`config.mk`:
```
export PLATFORM = sky130hd
export DESIGN_NAME = mux8_scan_ctrl
export DESIGN_NICKNAME = d
export VERILOG_FILES = /design/src/rtl/mux_scan_pkg.sv /design/src/rtl/mux_scan_next_chan.sv /design/src/rtl/mux8_scan_ctrl.sv
export SDC_FILE = /design/constraint.sdc
export NUM_CORES = 1
export LEC_CHECK = 0
export BUFFER_PORTS_ARGS = -buffer_cell sky130_fd_sc_hd__buf_2
export CAP_MARGIN = 5
export CORE_MARGIN = 2
export CORE_UTILIZATION = 50
export CTS_CLUSTER_DIAMETER = 30
export DETAILED_ROUTE_END_ITERATION = 7
export HOLD_SLACK_MARGIN = 0.1
export PLACE_DENSITY_LB_ADDON = 0.12
export SLEW_MARGIN = 20
export SYNTH_ARGS = -nofsm -noshare
export SYNTH_HDL_FRONTEND = slang
export SYNTH_SLANG_ARGS = --single-unit
export TNS_END_PERCENT = 30
```
`constraint.sdc`:
```
create_clock -name clk -period 2.45 [get_ports clk]
set_input_delay 0.1225 -clock clk [delete_from_list [all_inputs] [get_ports clk]]
set_output_delay 0.1225 -clock clk [all_outputs]
set_load 0.02 [all_outputs]
```
`src/rtl/mux_scan_pkg.sv`:
```
// Shared constants and state encoding for the 8:1 mux scan sequencer.
package mux_scan_pkg;

    localparam int NCH   = 8;
    localparam int SEL_W = $clog2(NCH);

    typedef enum logic [1:0] {
        IDLE   = 2'd0,
        SETTLE = 2'd1,
        DONE   = 2'd2
    } state_t;

endpackage

```
`src/rtl/mux_scan_next_chan.sv`:
```
// Combinational finder: next set mask bit strictly above i_cur, or the lowest set bit when i_first.
// Zero latency; no handshake.
module mux_scan_next_chan #(
    parameter int NCH   = mux_scan_pkg::NCH,
    parameter int SEL_W = mux_scan_pkg::SEL_W
) (
    input  logic [NCH-1:0]   i_mask,
    input  logic [SEL_W-1:0] i_cur,
    input  logic             i_first,
    output logic [SEL_W-1:0] o_idx,
    output logic             o_found
);

    // Walk downwards so the last hit written is the lowest qualifying index.
    always_comb begin
        o_idx   = '0;
        o_found = 1'b0;
        for (int i = NCH - 1; i >= 0; i--) begin
            if (i_mask[i] && (i_first || (i > int'(i_cur)))) begin
                o_idx   = SEL_W'(i);
                o_found = 1'b1;
            end
        end
    end

endmodule

```
`src/rtl/mux8_scan_ctrl.sv`:
```
// Walks the selected mux channels, holds each SETTLE_CYC cycles, samples mux_out into one result byte.
// Result after k*SETTLE_CYC edges (1 edge for an empty mask); result held until res_ready, start stalls outside IDLE.
module mux8_scan_ctrl #(
    parameter int NCH        = mux_scan_pkg::NCH,
    parameter int SEL_W      = mux_scan_pkg::SEL_W,
    parameter int SETTLE_CYC = 2,
    parameter int CNT_W      = 4
) (
    input  logic             clk,
    input  logic             rst_n,
    input  logic             start_valid,
    output logic             start_ready,
    input  logic [NCH-1:0]   chan_mask,
    input  logic             abort,
    output logic [SEL_W-1:0] mux_sel,
    output logic             mux_en_n,
    input  logic             mux_out,
    output logic             res_valid,
    input  logic             res_ready,
    output logic [NCH-1:0]   res_data,
    output logic [NCH-1:0]   res_mask,
    output logic             busy
);
    import mux_scan_pkg::*;

    if (SETTLE_CYC < 1) begin : g_settle_min
        $error("SETTLE_CYC must be at least 1");
    end
    if (SETTLE_CYC > (2 ** CNT_W)) begin : g_settle_fit
        $error("SETTLE_CYC does not fit in CNT_W");
    end

    localparam logic [CNT_W-1:0] CNT_RELOAD = CNT_W'(SETTLE_CYC - 1);

    state_t           r_state, w_state_nx;
    logic [SEL_W-1:0] r_sel, w_sel_nx;
    logic             r_en_n, w_en_n_nx;
    logic [CNT_W-1:0] r_cnt, w_cnt_nx;
    logic [NCH-1:0]   r_mask, w_mask_nx;
    logic [NCH-1:0]   r_data, w_data_nx;
    logic             r_res_vld, w_res_vld_nx;
    logic             r_busy;

    logic             w_first;
    logic [NCH-1:0]   w_scan_mask;
    logic [SEL_W-1:0] w_next_idx;
    logic             w_next_found;

    // In IDLE the finder looks at the live request mask, afterwards only at the captured one.
    assign w_first     = (r_state == IDLE);
    assign w_scan_mask = w_first ? chan_mask : r_mask;

    mux_scan_next_chan #(
        .NCH   (NCH),
        .SEL_W (SEL_W)
    ) u_next_chan (
        .i_mask  (w_scan_mask),
        .i_cur   (r_sel),
        .i_first (w_first),
        .o_idx   (w_next_idx),
        .o_found (w_next_found)
    );

    always_comb begin
        w_state_nx   = r_state;
        w_sel_nx     = r_sel;
        w_en_n_nx    = r_en_n;
        w_cnt_nx     = r_cnt;
        w_mask_nx    = r_mask;
        w_data_nx    = r_data;
        w_res_vld_nx = r_res_vld;
        case (r_state)
            IDLE: begin
                if (start_valid) begin
                    w_mask_nx = chan_mask;
                    w_data_nx = '0;
                    if (w_next_found) begin
                        w_sel_nx   = w_next_idx;
                        w_en_n_nx  = 1'b0;
                        w_cnt_nx   = CNT_RELOAD;
                        w_state_nx = SETTLE;
                    end else begin
                        w_state_nx = DONE;
                    end
                end
            end
            SETTLE: begin
                if (abort) begin
                    w_state_nx = IDLE;
                    w_en_n_nx  = 1'b1;
                    w_sel_nx   = '0;
                end else if (r_cnt != '0) begin
                    w_cnt_nx = r_cnt - 1'b1;
                end else begin
                    w_data_nx[r_sel] = mux_out;
                    if (w_next_found) begin
                        w_sel_nx = w_next_idx;
                        w_cnt_nx = CNT_RELOAD;
                    end else begin
                        w_en_n_nx    = 1'b1;
                        w_res_vld_nx = 1'b1;
                        w_state_nx   = DONE;
                    end
                end
            end
            DONE: begin
                // An empty-mask scan enters DONE with res_valid still low; raise it one edge later.
                if (!r_res_vld) begin
                    w_res_vld_nx = 1'b1;
                end else if (res_ready) begin
                    w_res_vld_nx = 1'b0;
                    w_sel_nx     = '0;
                    w_state_nx   = IDLE;
                end
            end
            default: begin
                w_state_nx = IDLE;
                w_en_n_nx  = 1'b1;
                w_sel_nx   = '0;
            end
        endcase
    end

    always_ff @(posedge clk or negedge rst_n) begin
        if (!rst_n) begin
            r_state   <= IDLE;
            r_sel     <= '0;
            r_en_n    <= 1'b1;
            r_cnt     <= '0;
            r_mask    <= '0;
            r_data    <= '0;
            r_res_vld <= 1'b0;
            r_busy    <= 1'b0;
        end else begin
            r_state   <= w_state_nx;
            r_sel     <= w_sel_nx;
            r_en_n    <= w_en_n_nx;
            r_cnt     <= w_cnt_nx;
            r_mask    <= w_mask_nx;
            r_data    <= w_data_nx;
            r_res_vld <= w_res_vld_nx;
            r_busy    <= (w_state_nx != IDLE);
        end
    end

    assign start_ready = (r_state == IDLE);
    assign mux_sel     = r_sel;
    assign mux_en_n    = r_en_n;
    assign res_valid   = r_res_vld;
    assign res_data    = r_data;
    assign res_mask    = r_mask;
    assign busy        = r_busy;

endmodule

```
-- Yosys cells after proc, flatten, opt, wreduce, memory -nomap -nowiden
Cells that the tools add are included.
- flip-flop bits (word level): 28
- input port bits: 14
- output and inout bits: 23
- logic and storage cells: 111
- $add $sub $neg: 1
- $lt $le $gt $ge: 9
- equality and inequality tests: 11
- muxes and demuxes: 54
- bitwise gates (word level): 1
- reductions and logical operators: 27
- operators by type and width (cell ; count):
    $mux W3 ; 14
    $mux W8 ; 4
    $mux W1 ; 17
    $mux W4 ; 4
    $pmux W8 S2 ; 1
    $mux W2 ; 7
    $ne A2 B2 Y1 const B ; 7
    $gt A3 B3 Y1 const A ; 4
    $reduce_and A4 Y1 ; 3
    $logic_and A1 B1 Y1 ; 9
    $pmux W3 S3 ; 1
    $bwmux W8 ; 1
    $pmux W4 S2 ; 1
    $logic_or A1 B1 Y1 ; 7
    $gt A2 B3 Y1 const A ; 2
    $ne A3 B3 Y1 const B ; 2
    $pmux W2 S3 ; 1
    $reduce_bool A2 Y1 ; 3
    $reduce_and A5 Y1 ; 1
    $lt A3 B4 Y1 const B ; 1
    $reduce_bool A4 Y1 ; 1
    $sub A4 B1 Y4 const B ; 1
    $demux W1 S3 ; 1
    $ge A3 B1 Y1 const B ; 1
    other kinds (9) ; 9

-- Depth between registers and ports, before layout
- word-level depth: 16
- mapped depth: 9
- depth with buffers taken out: 8

-- Modules after synthesis
Synthesis repeated with hierarchy kept, for this count alone.
- cell total of the unflattened synthesis: 176
- area, all modules: 1697.9 um^2
- by module, submodules not included (module ; instances ; cells each ; area an instance (um^2) ; sequential area each (um^2)):
    mux8_scan_ctrl ; 1 ; 141 ; 1453.9 ; 701.9
    mux_scan_next_chan ; 1 ; 35 ; 244.0 ; 0.0

-- Least setup slack after synthesis
Ideal clock, no wire load.
- path type: register -> register
- start: register r_sel[1] (netlist: mux_sel[1])
- end: register r_cnt[0]
- setup time: 124 ps
- data arrival time: 1817 ps
- required time: 2326 ps
- setup slack: 509 ps
- stages on the path, launching flop included: 8
- path buffers: 1
- clock period less this slack: 1941 ps
- path through: dfrtp_1 > clkbuf_1 > o21ai_0 > nand3_1 > nand3_2 > or4_4 > a21oi_2 > o21ai_1
- word-level cells in the longest chain between the ends: 15
- elaborated cells on any way between the ends: 34
- those cells by class: order compare: 7; mux: 13; reduce/logical: 14
- ends and longest elaborated chain (item ; RTL line ; source):
    from (decl) ; mux8_scan_ctrl.sv:36 ; logic [SEL_W-1:0] r_sel, w_sel_nx;
    from (signal assigned) ; mux8_scan_ctrl.sv:136 ; r_sel <= w_sel_nx;
    $gt A3 B3 Y1 ; mux_scan_next_chan.sv:19 ; if (i_mask[i] && (i_first || (i > int'(i_cur)))) begin
    $logic_or A1 B1 Y1 ; mux_scan_next_chan.sv:19 ;
    $logic_and A1 B1 Y1 ; mux_scan_next_chan.sv:19 ;
    $mux W1 (6 in series) ; mux_scan_next_chan.sv:19 ;
    $mux W1 * (2 in series) ; mux_scan_next_chan.sv:19 ;
    $mux W4 * ; - ;
    $mux W4 (2 in series) ; - ;
    $pmux W4 S2 * ; - ;
    to (signal assigned) ; mux8_scan_ctrl.sv:138 ; r_cnt <= w_cnt_nx;
    to (decl) ; mux8_scan_ctrl.sv:38 ; logic [CNT_W-1:0] r_cnt, w_cnt_nx;
Mark *: on every way between the ends. The rest lies on a longest branch, timed or not. The select of a mux whose other input is x is not followed.
A chain may end at the register's enable or synchronous reset.

-- Worst setup path in the final report
- start: register r_cnt[0]
- end: register r_sel[1] (netlist: mux_sel[1])
- word-level cells in the longest chain between the ends: 3
- ends and longest elaborated chain (item ; RTL line ; source):
    $reduce_bool A4 Y1 ; mux8_scan_ctrl.sv:92 ; end else if (r_cnt != '0) begin
    $ne A3 B3 Y1 (no source line) ; - ;
    $reduce_and A4 Y1 (no source line) ; - ;
Every way passes these cells.

==> run_results.csv <==
group,metric,value,unit
timing,hold_viol,0,
synth,synth_top_area_cell,"dfrtp_1",
detailed_routing,viasPerCell,5.794,
synth,synth_top_flop_cell,"dfrtp_1",
worst_setup_path,worstPathRequired,2.73,ns
die,ios,37,
timing,finalSetupTns,0,ns
timing,layout_min_cycle_time,2.163,ns
synth,synth-seq-area-share,42.76,%
detailed_routing,drt-initial-drc-count,104,
clock_network,postCtsSetupBuffers,0,
global_route,antenna_found_initial,0,
outcome,status,"completed",
layout,drive_gt1_share,25.88,%
synth,yosys_warnings,0,
synth,syn_area_per_cell,8.970,µm²
min_path,min_path_cells,3,
worst_setup_path,rrSetupSlack,0.29,ns
synth,synth_most_common_cell,"dfrtp_1",
synth,synth_cell_type_count,52,
min_path,hold_path_end,"res_mask[0]",
synth,synth_cells,183,
timing,period_share,88.31,%
synth,synth_edf_count,0,
detailed_routing,antenna_left,0,
global_route,grt_util_all_layers,23.27,%
global_route,grt_pass1_vias,1428,
die,die_area,0.003758,mm²
worst_setup_path,reg2reg_depth,8,
clock_network,cts_tree,"built",
clock_network,clk_pin_slew_worst_paths,0.15,ns
clock_network,htree_levels,1,
detailed_routing,wl,4.039,mm
worst_setup_path,worstPathArrival,2.44,ns
global_route,grt_pass1_wl,6.506,mm
timing,tightest_slew,0.6187,ns
flow_run,maxCapViolCount,0,
die,core_area,0.003078,mm²
timing,setup_violations,0,
layout,antennaDiodeCount,0,
pwr,power_density,1262,mW/mm²
timing,skew,0.003228,ns
clock_network,ctsResizeCount,0,
detailed_routing,wl_per_cell,14.85,µm
worst_setup_path,crit_type,"register to register",
die,die_h,61.30,µm
clock_network,clock_path_buffers,2,
clock_network,cts_inserted_buffers,3,
placement,port_buffers,36,
layout,final_cell_count_no_fill,272,
synth,yosys_register_bits,28,
pwr,power_leakage,0.9558,nW
min_path,hold_start,"chan_mask[0]",
die,die_w,61.30,µm
clock_network,cts-root-buf,"clkbuf_4",
synth,synth_area_leaders,"dfrtp_1, nand2_1, a21oi_1",
detailed_routing,via_count,1576,
die,initial_core_util,53.33,%
worst_setup_path,critPathMaxStageDelay,0.43,ns
synth,syn_area,0.001642,mm²
worst_setup_path,crit_chain,"inv_1, ha_1, nor3b_1, a22oi_1, or2_1, a311oi_1, a21boi_1, o22a_1",
placement,gp_congestion,0.8634,
timing,max_clock_freq,462.2,MHz
worst_setup_path,reg2reg_from,"r_cnt[0]",
synth,synth.top_cell.area_share,41.16,%
worst_setup_path,end_kind,"register",
timing,rsz0062_at_grt,"no",
global_route,gr-total-overflow,0,
die,rows,20,
worst_setup_path,cp_slowest_cell,"dfrtp_1",
clock_network,cts_num_sinks,28,
layout,final_nets,244,
synth,async_reset_ff_share,100.0,%
worst_setup_path,worstPathMaxFanout,3,
clock_network,cts_hold_buf,9,
synth,synthTopCellsByCount,"dfrtp_1, nand2_1, nor2_1",
worst_setup_path,cp-start-kind,"register",
detailed_routing,first_pass_iters,4,
timing,slew_violations,0,
clock_network,worstSkewPairLatency,0.33,ns
detailed_routing,remaining_drc_errors,0,
timing,relSlewSlack,58.76,%
synth,syn-num-nets,198,
worst_setup_path,reg2reg_to,"mux_sel[1]",
placement,place_hpwl,2.936,mm
pwr,vdd_ir_drop_max,0.7166,mV
placement,dp_cells,259,
min_path,hp-class,"input port to register",
global_route,grt_start_max_net_pins,29,
layout,areaGrowthSynthToFinish,23.17,%
-- cells in the final DEF (no fill, tap or decap), drive strengths merged, types with 2 or more instances in the layout --
cell type    instances
nand3b               3
nand3                6
or2                  2
nor3b                4
inv                  7
nor4                 2
a22o                 2
or4                  2
nand2               18
buf                 43
o31ai                2
clkbuf               3
o22ai                2
a21boi               2
a21oi               12
nor2b                5
o21ai               17
nor2                14
mux2                 7
mux2i                5
o211ai               2
dlygate4sd3          9
dfrtp               27
o21bai               3
a21o                 3
nor3                 6
nand2b               3
-- cells by family (layout without fill, tap and decap cells) --
family	after synthesis	after routing	share of synthesized area, %
adder cells (fa/ha/maj)	1	1	0.7621
multiplexers	12	12	7.850
AO/OA/AOI/OAI	51	51	19.74
flip-flops	28	28	42.76
XOR/XNOR	1	1	0.5336
AND/OR/NAND/NOR	72	72	23.71
buffers and inverters	18	63	4.649
-- metrics by stage --
stage | setup WS, ns | util (%) | hold WS (ns) | cell area [µm²] | total power [mW]
after global placement | 0.3491 | 61.06 | 0.1740 | 1879 | 2.191
final | 0.2865 | 65.69 | 0.1368 | 2022 | 2.551
after CTS | 0.2650 | 65.69 | 0.1361 | 2022 | 2.544
after detailed placement | 0.3117 | 61.06 | 0.1843 | 1879 | 2.226
after floorplan | 0.5087 | - | -0.1731 | 1642 | 1.824
after global routing | 0.06590 | 65.69 | 0.1627 | 2022 | 2.737
-- layer usage --
| metal | up-vias | track usage, % | part of all wire [%] |
|---|---|---|---|
| li1 | 753 | - | - |
| met1 | 740 | 34.13 | 46 |
| met2 | 79 | 36.63 | 47 |
| met3 | 4 | 2.101 | 6.2 |
| met4 | 0 | 6.832 | 0.92 |
| met5 | - | 0 | 0 |
-- flip-flops by register name, indices dropped and copies added, names as in the netlist --
name	cells
res_data	8
res_mask	8
r_cnt	4
mux_sel	3
r_state	2
busy	1
mux_en_n	1
res_valid	1
-- cell type report --
cell class | instances | area (µm²)
Timing Repair Buffer | 52 | 322.8
Clock buffer | 3 | 22.52
Sequential cell | 28 | 701.9
Fill cell | 267 | 1056
Tap cell | 44 | 55.05
Multi-Input combinational cell | 137 | 863.3
Inverter | 7 | 26.28
Clock inverter | 1 | 30.03
-- worst max-delay path: cells and delay by family, from the launching register on --
| kind | cells | cell delay (ns) |
|---|---|---|
| adder cells (fa/ha/maj) | 1 | 0.18 |
| AND/OR/NAND/NOR | 2 | 0.59 |
| buffers and inverters | 1 | 0.07 |
| flip-flops | 1 | 0.43 |
| AO/OA/AOI/OAI | 4 | 0.86 |
-- worst max path at each step --
stage | from | to | slack [ns] | depth (start not counted)
floorplan | mux_sel[1] | r_cnt[0] | 0.51 | 7
global placement | r_state[0] | r_state[0] | 0.35 | 6
detailed placement | r_cnt[0] | mux_sel[1] | 0.31 | 8
CTS | r_cnt[0] | mux_sel[1] | 0.26 | 8
global route | r_cnt[0] | mux_sel[1] | 0.07 | 8
finish | r_cnt[0] | mux_sel[1] | 0.29 | 8
-- power breakdown --
group | internal [mW] | switching [mW]
Combinational | 0.564 | 0.882
Sequential | 0.640 | 0.160
Clock | 0.165 | 0.139
Note: power is estimated with default switching activity, not from simulation.
